==> config.mk <==
export PLATFORM = sky130hd
export DESIGN_NAME = fetch_unit_flat
export DESIGN_NICKNAME = d
export VERILOG_FILES = /design/src/rtl/fetch_unit_pkg.sv /design/src/rtl/fetch_unit_if.sv /design/src/rtl/fetch_unit_if_id_reg.sv /design/src/rtl/fetch_unit.sv /design/src/flat_wrapper.sv
export SDC_FILE = /design/constraint.sdc
export NUM_CORES = 1
export LEC_CHECK = 0
export CAP_MARGIN = 25
export CORE_MARGIN = 5
export CORE_UTILIZATION = 49
export CTS_CLUSTER_DIAMETER = 100
export DETAILED_ROUTE_END_ITERATION = 7
export GPL_TIMING_DRIVEN = 0
export PLACE_DENSITY_LB_ADDON = 0.25
export SYNTH_ARGS = -nofsm -noshare
export SYNTH_HDL_FRONTEND = slang
export SYNTH_HIERARCHICAL = 1
export SYNTH_SLANG_ARGS = --single-unit
export TNS_END_PERCENT = 30
==> constraint.sdc <==
create_clock -name clk -period 3.8 [get_ports clk]
set_input_delay 0.38 -clock clk [delete_from_list [all_inputs] [get_ports clk]]
set_output_delay 0.38 -clock clk [all_outputs]
set_load 0.02 [all_outputs]
==> src/rtl/fetch_unit_pkg.sv <==
// fetch_unit_pkg: shared state encodings, reset PC, and instruction-memory bounds for the fetch stage.
// Latency: n/a (types and constants only).
// Backpressure: n/a.
package fetch_unit_pkg;

  typedef enum logic [1:0] {
    FETCH_IDLE  = 2'd0,
    FETCH_FETCH = 2'd1,
    FETCH_BUF   = 2'd2
  } fetch_state_t;

  localparam logic [31:0] RESET_PC = 32'h0000_3000;
  localparam logic [31:0] IM_LO    = 32'h0000_3000;
  localparam logic [31:0] IM_HI    = 32'h0000_6FFC;

  // One fetched instruction together with its PC and fetch-error flag.
  typedef struct packed {
    logic [31:0] pc;
    logic [31:0] instr;
    logic        adel;
  } fetch_ent_t;

  // Misaligned, or outside the instruction memory window.
  function automatic logic addr_err(input logic [31:0] a);
    return (a[1:0] != 2'b00) || (a < IM_LO) || (a > IM_HI);
  endfunction

endpackage

==> src/rtl/fetch_unit_if.sv <==
// fetch_unit_if: instruction-memory request/ack bus between the fetch stage and instruction memory.
// Latency: ack may come in the same cycle as req, or any number of cycles later.
// Backpressure: memory withholds ack; addr is held stable until ack arrives.
interface fetch_unit_if;
  logic        im_req;
  logic [31:0] im_addr;
  logic        im_ack;
  logic [31:0] im_rdata;

  modport master (output im_req, output im_addr, input im_ack, input im_rdata);
  modport slave  (input im_req, input im_addr, output im_ack, output im_rdata);
endinterface

==> src/rtl/fetch_unit_if_id_reg.sv <==
// if_id_reg: IF/ID pipeline register holding pc_d, instr_d, valid_d and adel_d.
// Latency: one edge from ld to outputs.
// Backpressure: holds its contents whenever ld is low.
module if_id_reg
  import fetch_unit_pkg::*;
(
  input  logic        clk,
  input  logic        reset,
  input  logic        ld,
  input  fetch_ent_t  d,
  output logic [31:0] pc_d,
  output logic [31:0] instr_d,
  output logic        valid_d,
  output logic        adel_d
);

  // Load on ld; once valid it stays valid, since D never takes a bubble.
  always_ff @(posedge clk or posedge reset) begin
    if (reset) begin
      pc_d    <= '0;
      instr_d <= '0;
      valid_d <= 1'b0;
      adel_d  <= 1'b0;
    end else if (ld) begin
      pc_d    <= d.pc;
      instr_d <= d.instr;
      valid_d <= 1'b1;
      adel_d  <= d.adel;
    end
  end

endmodule

==> src/rtl/fetch_unit.sv <==
// fetch_unit: F-stage PC, instruction-memory requester, one-entry skid buffer and IF/ID register.
// Latency: one edge from ack to instr_d; zero-wait memory gives one instruction per cycle.
// Backpressure: stall with ack parks the instruction in the skid buffer; fetch_busy reports wait states.
// Optional feature: define FETCH_ADEL_CHECK_EN to turn bad fetch addresses into a NOP with adel_d=1.
module fetch_unit
  import fetch_unit_pkg::*;
(
  input  logic              clk,
  input  logic              reset,
  input  logic [31:0]       npc,
  input  logic              stall,
  fetch_unit_if.master      im,
  output logic              fetch_busy,
  output logic [31:0]       pc_f,
  output logic [31:0]       pc_d,
  output logic [31:0]       instr_d,
  output logic              valid_d,
  output logic              adel_d
);

`ifdef FETCH_ADEL_CHECK_EN
  localparam bit ADEL_EN = 1'b1;
`else
  localparam bit ADEL_EN = 1'b0;
`endif

  fetch_state_t state;
  logic [31:0]  pc_q;
  logic         req_q;
  fetch_ent_t   skid;

  logic         adel_f;
  logic         ack_eff;
  logic         ld_d;
  fetch_ent_t   f_ent;
  fetch_ent_t   d_in;

  // A bad address completes immediately as a NOP without touching memory.
  assign adel_f  = ADEL_EN && addr_err(pc_q);
  assign ack_eff = im.im_ack || adel_f;

  assign f_ent.pc    = pc_q;
  assign f_ent.instr = adel_f ? 32'h0000_0000 : im.im_rdata;
  assign f_ent.adel  = adel_f;

  assign ld_d = !stall && (((state == FETCH_FETCH) && ack_eff) || (state == FETCH_BUF));
  assign d_in = (state == FETCH_BUF) ? skid : f_ent;

  assign fetch_busy = (state == FETCH_IDLE) || ((state == FETCH_FETCH) && !ack_eff);
  assign im.im_req  = req_q;
  assign im.im_addr = pc_q;
  assign pc_f       = pc_q;

  // Fetch FSM: owns pc_f, the skid buffer and the registered memory request.
  always_ff @(posedge clk or posedge reset) begin
    if (reset) begin
      state <= FETCH_IDLE;
      pc_q  <= RESET_PC;
      req_q <= 1'b0;
      skid  <= '0;
    end else begin
      case (state)
        FETCH_IDLE: begin
          state <= FETCH_FETCH;
          req_q <= !(ADEL_EN && addr_err(pc_q));
        end
        FETCH_FETCH: begin
          if (ack_eff) begin
            if (stall) begin
              skid  <= f_ent;
              state <= FETCH_BUF;
              req_q <= 1'b0;
            end else begin
              pc_q  <= npc;
              req_q <= !(ADEL_EN && addr_err(npc));
            end
          end
        end
        FETCH_BUF: begin
          if (!stall) begin
            state <= FETCH_FETCH;
            pc_q  <= npc;
            req_q <= !(ADEL_EN && addr_err(npc));
          end
        end
        default: begin
          state <= FETCH_IDLE;
          req_q <= 1'b0;
        end
      endcase
    end
  end

  if_id_reg u_if_id_reg (
    .clk     (clk),
    .reset   (reset),
    .ld      (ld_d),
    .d       (d_in),
    .pc_d    (pc_d),
    .instr_d (instr_d),
    .valid_d (valid_d),
    .adel_d  (adel_d)
  );

endmodule

==> src/flat_wrapper.sv <==
// flat-port wrapper written by rule: the top's interface ports become plain ports
module fetch_unit_flat import fetch_unit_pkg::*;
  (clk, reset, npc, stall, fetch_busy, pc_f, pc_d, instr_d, valid_d, adel_d, im_im_req, im_im_addr, im_im_ack, im_im_rdata);
  fetch_unit_if im_i ();
  input  logic clk;
  input  logic reset;
  input  logic [31:0] npc;
  input  logic stall;
  output logic fetch_busy;
  output logic [31:0] pc_f;
  output logic [31:0] pc_d;
  output logic [31:0] instr_d;
  output logic valid_d;
  output logic adel_d;
  output wire logic [$bits(im_i.im_req)-1:0] im_im_req;
  output wire logic [$bits(im_i.im_addr)-1:0] im_im_addr;
  input wire logic [$bits(im_i.im_ack)-1:0] im_im_ack;
  input wire logic [$bits(im_i.im_rdata)-1:0] im_im_rdata;
  assign im_im_req = im_i.im_req;
  assign im_im_addr = im_i.im_addr;
  assign im_i.im_ack = im_im_ack;
  assign im_i.im_rdata = im_im_rdata;
  fetch_unit u_core (.clk(clk), .reset(reset), .npc(npc), .stall(stall), .im(im_i), .fetch_busy(fetch_busy), .pc_f(pc_f), .pc_d(pc_d), .instr_d(instr_d), .valid_d(valid_d), .adel_d(adel_d));
endmodule
==> metrics.md <==
| Metric | Value |
|---|---|
| Final design utilization | 69.1% |
| Ant diodes | 0 |
| Hold Violations, Final | 0 |
| DR iter-0 viols | 153 |
| CTS tree | done |
| Switching power share of the total | 33.3% |
| Critical path type | flop to primary output |
| Vias per Instance | 5.04 |
| Worst path required time | 3420 ps |
| Power share of the clock group | 18.2% |
| Post-synthesis area per instance | 15.9 um^2 |
| Unrepaired setup endpoints after global routing | false |
| Largest net degree at the start of global routing | 61 |
| Total I/O pin count | 200 |
| Top fanout value on the critical path | 5 |
| Non-filler cells in the finished layout | 893 |
| # H-tree levels | 4 |
| Proportion of power drawn by combinational gates | 49.8% |
| Layout area overhead | 39.1% |
| Initial Utilization | 49.7% |
| Worst Path Arrival | 2240 ps |
| Synthesized Nets | 546 |
| Number of synthesized register bits | 165 |
| DIE AREA | 0.0179 mm^2 |
| Total count of max-transition violations in the final report | 0 |
| Worst Clk Skew | 7.09 ps |
| Power spent charging and discharging nets | 3.43 mW |
| Antenna viol nets, final | 0 |
| Sequential share of power | 32.0% |
| Die Height | 134 um |
| Placed instance area | 0.00977 mm^2 |
| Worst-case vdd ir drop | 0.453 mV |
| Final Setup Violations | 0 |
| Endpoint kind of the worst setup timing path | primary output |
| Transition time at the pin with the least slew margin | 583 ps |
| Post-detailed-route DRC marker count | 0 |
| Cell area power density | 986 mW/mm^2 |
| Std cell rows | 45 |
| Slowest stage delay, CP | 630 ps |
| Clock Latency Late Sink | 420 ps |
| Total instance count after detailed placement | 861 |
| Total of max-cap violations | 0 |
| Synth unique cells | 23 |
| Fill cells | 1024 |
| Portion of the clock cycle consumed by the worst path in the final layout | 69.1% |
| Mapped Cells | 472 |
| Floorplan core area | 0.0151 mm^2 |
| Total setup buffers inserted after CTS | 0 |
| I/O Buffers | 199 |
| GP Congestion | 0.743 |
| Count of synthesis-stage warnings from yosys | 6 |
| Clock sinks | 165 |
| # hold bufs at CTS | 0 |
| Total negative slack for setup checks | 0 ps |
| First-pass DRT Iterations | 4 |
| Share of post-route cells with drive strength above 1 | 46.1% |
| Static Leakage | 4.51 nW |
| Highest clock frequency the design can meet | 381 MHz |
| Antenna violations before repair | 0 |
| HPWL after detailed placement | 12000 um |
| Longest Clk Path Bufs | 2 |
| Post-route design area | 0.0104 mm^2 |
| Outcome | completed |
| Overflow left after global routing | 0 |
| Post-cts gate resize count | 0 |
| TritonCTS Buffers | 17 |
| Total length of routed wires | 16500 um |
| Vias in the first global route | 5111 |
| Gr usage total | 19.9% |
| Shortest period the worst path allows | 2620 ps |
| Critical path's slowest cell | sky130_fd_sc_hd__clkdlybuf4s50_1 |
| Slew Limit Headroom | 61.1% |
| Die X-Extent | 134 um |
| Vias post-DR | 4498 |
| Post-layout nets | 766 |
| Kind of path behind the tightest hold check | primary input to asynchronous set/reset pin |
| Kind of start point of the critical path | flop |
| CP Cell Sequence | inv_1 -> ha_1 -> nor2b_4 -> or2_2 -> clkdlybuf4s50_1 |
| Routed wirelength normalized by instance count | 18.5 um |
| Design internal power | 6.85 mW |
| Reg clk slew, reported paths | 60 ps |
| Clock root buffer | sky130_fd_sc_hd__clkbuf_16 |
| First-pass GRT wire length | 28000 um |
| Worst Hold Slack | 412 ps |
| Netlist Area Pre-Place | 0.00749 mm^2 |
| Part of the Yosys area used for sequential elements | 55.1% |
[registers in the layout (all words and copies together), names as in the netlist]
register                    count
u_core/im.im_addr              32
u_core/im.im_req                1
u_core/skid                    64
u_core/state                    2
u_core/u_if_id_reg/adel_d       1
u_core/u_if_id_reg/instr_d     32
u_core/u_if_id_reg/pc_d        32
u_core/u_if_id_reg/valid_d      1
[area by class of cell]
class	count	area, um^2	share of cell area [%]
multi-input cells	247	2890	27.7
clock inverters	11	173	1.66
inverters	5	23.8	0.228
clock buffers	21	480	4.61
flip-flops and latches	165	4130	39.6
plain buffers	55	457	4.38
well taps	188	235	2.26
repair buffers	201	2040	19.6
[critical path: cells and delay by family (launching register included)]
kind / cells / cell delay, ps
buffers and inverters: 2 / 750
flip-flops: 1 / 420
AND/OR/NAND/NOR: 2 / 390
adder cells (fa/ha/maj): 1 / 270
[per-layer routing]
metal  wire (um)  share of wire (%)  global-route usage (%)
met2        8480                 51                    34.5
met1        6940                 42                    24.3
met5           0                  0                       0
met4         203                1.2                    6.00
met3         929                5.6                    5.36
[cell usage after synthesis (all sizes together)]
master	instances	area (um^2)
mux2	227	2700
clkbuf	7	86.3
nor3b	1	18.8
dfrtp	163	4080
nor2b	1	13.8
a21oi	2	10.0
nand3	1	10.0
buf	48	370
o41ai	1	8.76
o21ai	1	5.00
inv	5	18.8
ha	6	75.1
a211o	1	8.76
nor2	1	3.75
and2	1	7.51
dfstp	2	52.6
or2	3	18.8
conb	1	3.75
[power groups by stage]
stage | Sequential [mW] | Clock (mW) | Combinational (mW)
4_1_cts | 3.30 | 1.90 | 5.19
3_3_place_gp | 3.24 | 0 | 5.04
6_report | 3.29 | 1.87 | 5.11
5_1_grt | 3.43 | 1.99 | 5.42
3_5_place_dp | 3.32 | 0 | 5.16
2_1_floorplan | 3.81 | 0 | 2.59
[final timing paths]
| check | from | to | slack, ps | cells past startpoint |
|---|---|---|---|---|
| min in group clk | u_core/u_if_id_reg/valid_d | u_core/u_if_id_reg/valid_d | 460 | 1 |
| setup / recovery | u_core/state[1] | fetch_busy | 1180 | 5 |
| hold reg to reg | u_core/u_if_id_reg/valid_d | u_core/u_if_id_reg/valid_d | 460 | 1 |
| setup reg to reg | u_core/state[0] | u_core/u_if_id_reg/pc_d[9] | 1430 | 6 |
| max in group asynchronous | reset | u_core/im.im_addr[12] | 2590 | 3 |
| hold / removal | reset | u_core/u_if_id_reg/instr_d[22] | 410 | 2 |
[cell families (layout without fill, tap and decap cells)]
group           Yosys count  count (layout)  share of synthesized area, %
buf+inv                  60             293                          6.35
other cells               1               1                        0.0500
compound gates            5               5                         0.434
mux                     227             227                          36.1
fa+ha+maj                 6               6                          1.00
simple gates              8               8                         0.968
flops                   165             165                          55.1
[per-stage QoR]
| stage | total power [mW] | worst slack, ps |
|---|---|---|
| finish | 10.3 | 1180 |
| global route | 10.8 | 1050 |
| CTS | 10.4 | 1150 |
| detailed placement | 8.48 | 1420 |
| global placement | 8.28 | -949 |
| floorplan | 6.39 | 833 |
[placed cells by master (no fill, tap or decap)]
cell / Yosys / final
sky130_fd_sc_hd__or2_1: 1 / 1
sky130_fd_sc_hd__or2_2: 2 / 2
sky130_fd_sc_hd__clkinv_2: 0 / 2
sky130_fd_sc_hd__mux2_4: 39 / 39
sky130_fd_sc_hd__ha_1: 6 / 6
sky130_fd_sc_hd__buf_6: 8 / 8
sky130_fd_sc_hd__dfrtp_1: 163 / 163
sky130_fd_sc_hd__nor3b_4: 1 / 1
sky130_fd_sc_hd__clkdlybuf4s50_1: 0 / 199
sky130_fd_sc_hd__buf_16: 0 / 1
sky130_fd_sc_hd__a21oi_1: 2 / 2
sky130_fd_sc_hd__mux2_2: 188 / 188
sky130_fd_sc_hd__buf_2: 8 / 8
sky130_fd_sc_hd__o41ai_1: 1 / 1
sky130_fd_sc_hd__clkbuf_1: 1 / 1
sky130_fd_sc_hd__clkinvlp_4: 0 / 1
sky130_fd_sc_hd__inv_4: 0 / 2
sky130_fd_sc_hd__bufinv_16: 0 / 4
sky130_fd_sc_hd__nor2_1: 1 / 1
sky130_fd_sc_hd__o21ai_0: 1 / 1
sky130_fd_sc_hd__buf_12: 0 / 1
sky130_fd_sc_hd__a211o_1: 1 / 1
sky130_fd_sc_hd__buf_4: 32 / 32
sky130_fd_sc_hd__clkbuf_8: 6 / 10
sky130_fd_sc_hd__clkinv_4: 0 / 4
sky130_fd_sc_hd__conb_1: 1 / 1
sky130_fd_sc_hd__and2_2: 1 / 1
sky130_fd_sc_hd__nand3_2: 1 / 1
sky130_fd_sc_hd__inv_1: 5 / 3
sky130_fd_sc_hd__clkbuf_16: 0 / 17
sky130_fd_sc_hd__nor2b_4: 1 / 1
sky130_fd_sc_hd__dfstp_2: 2 / 2
Power figures use the tool's default switching activity.
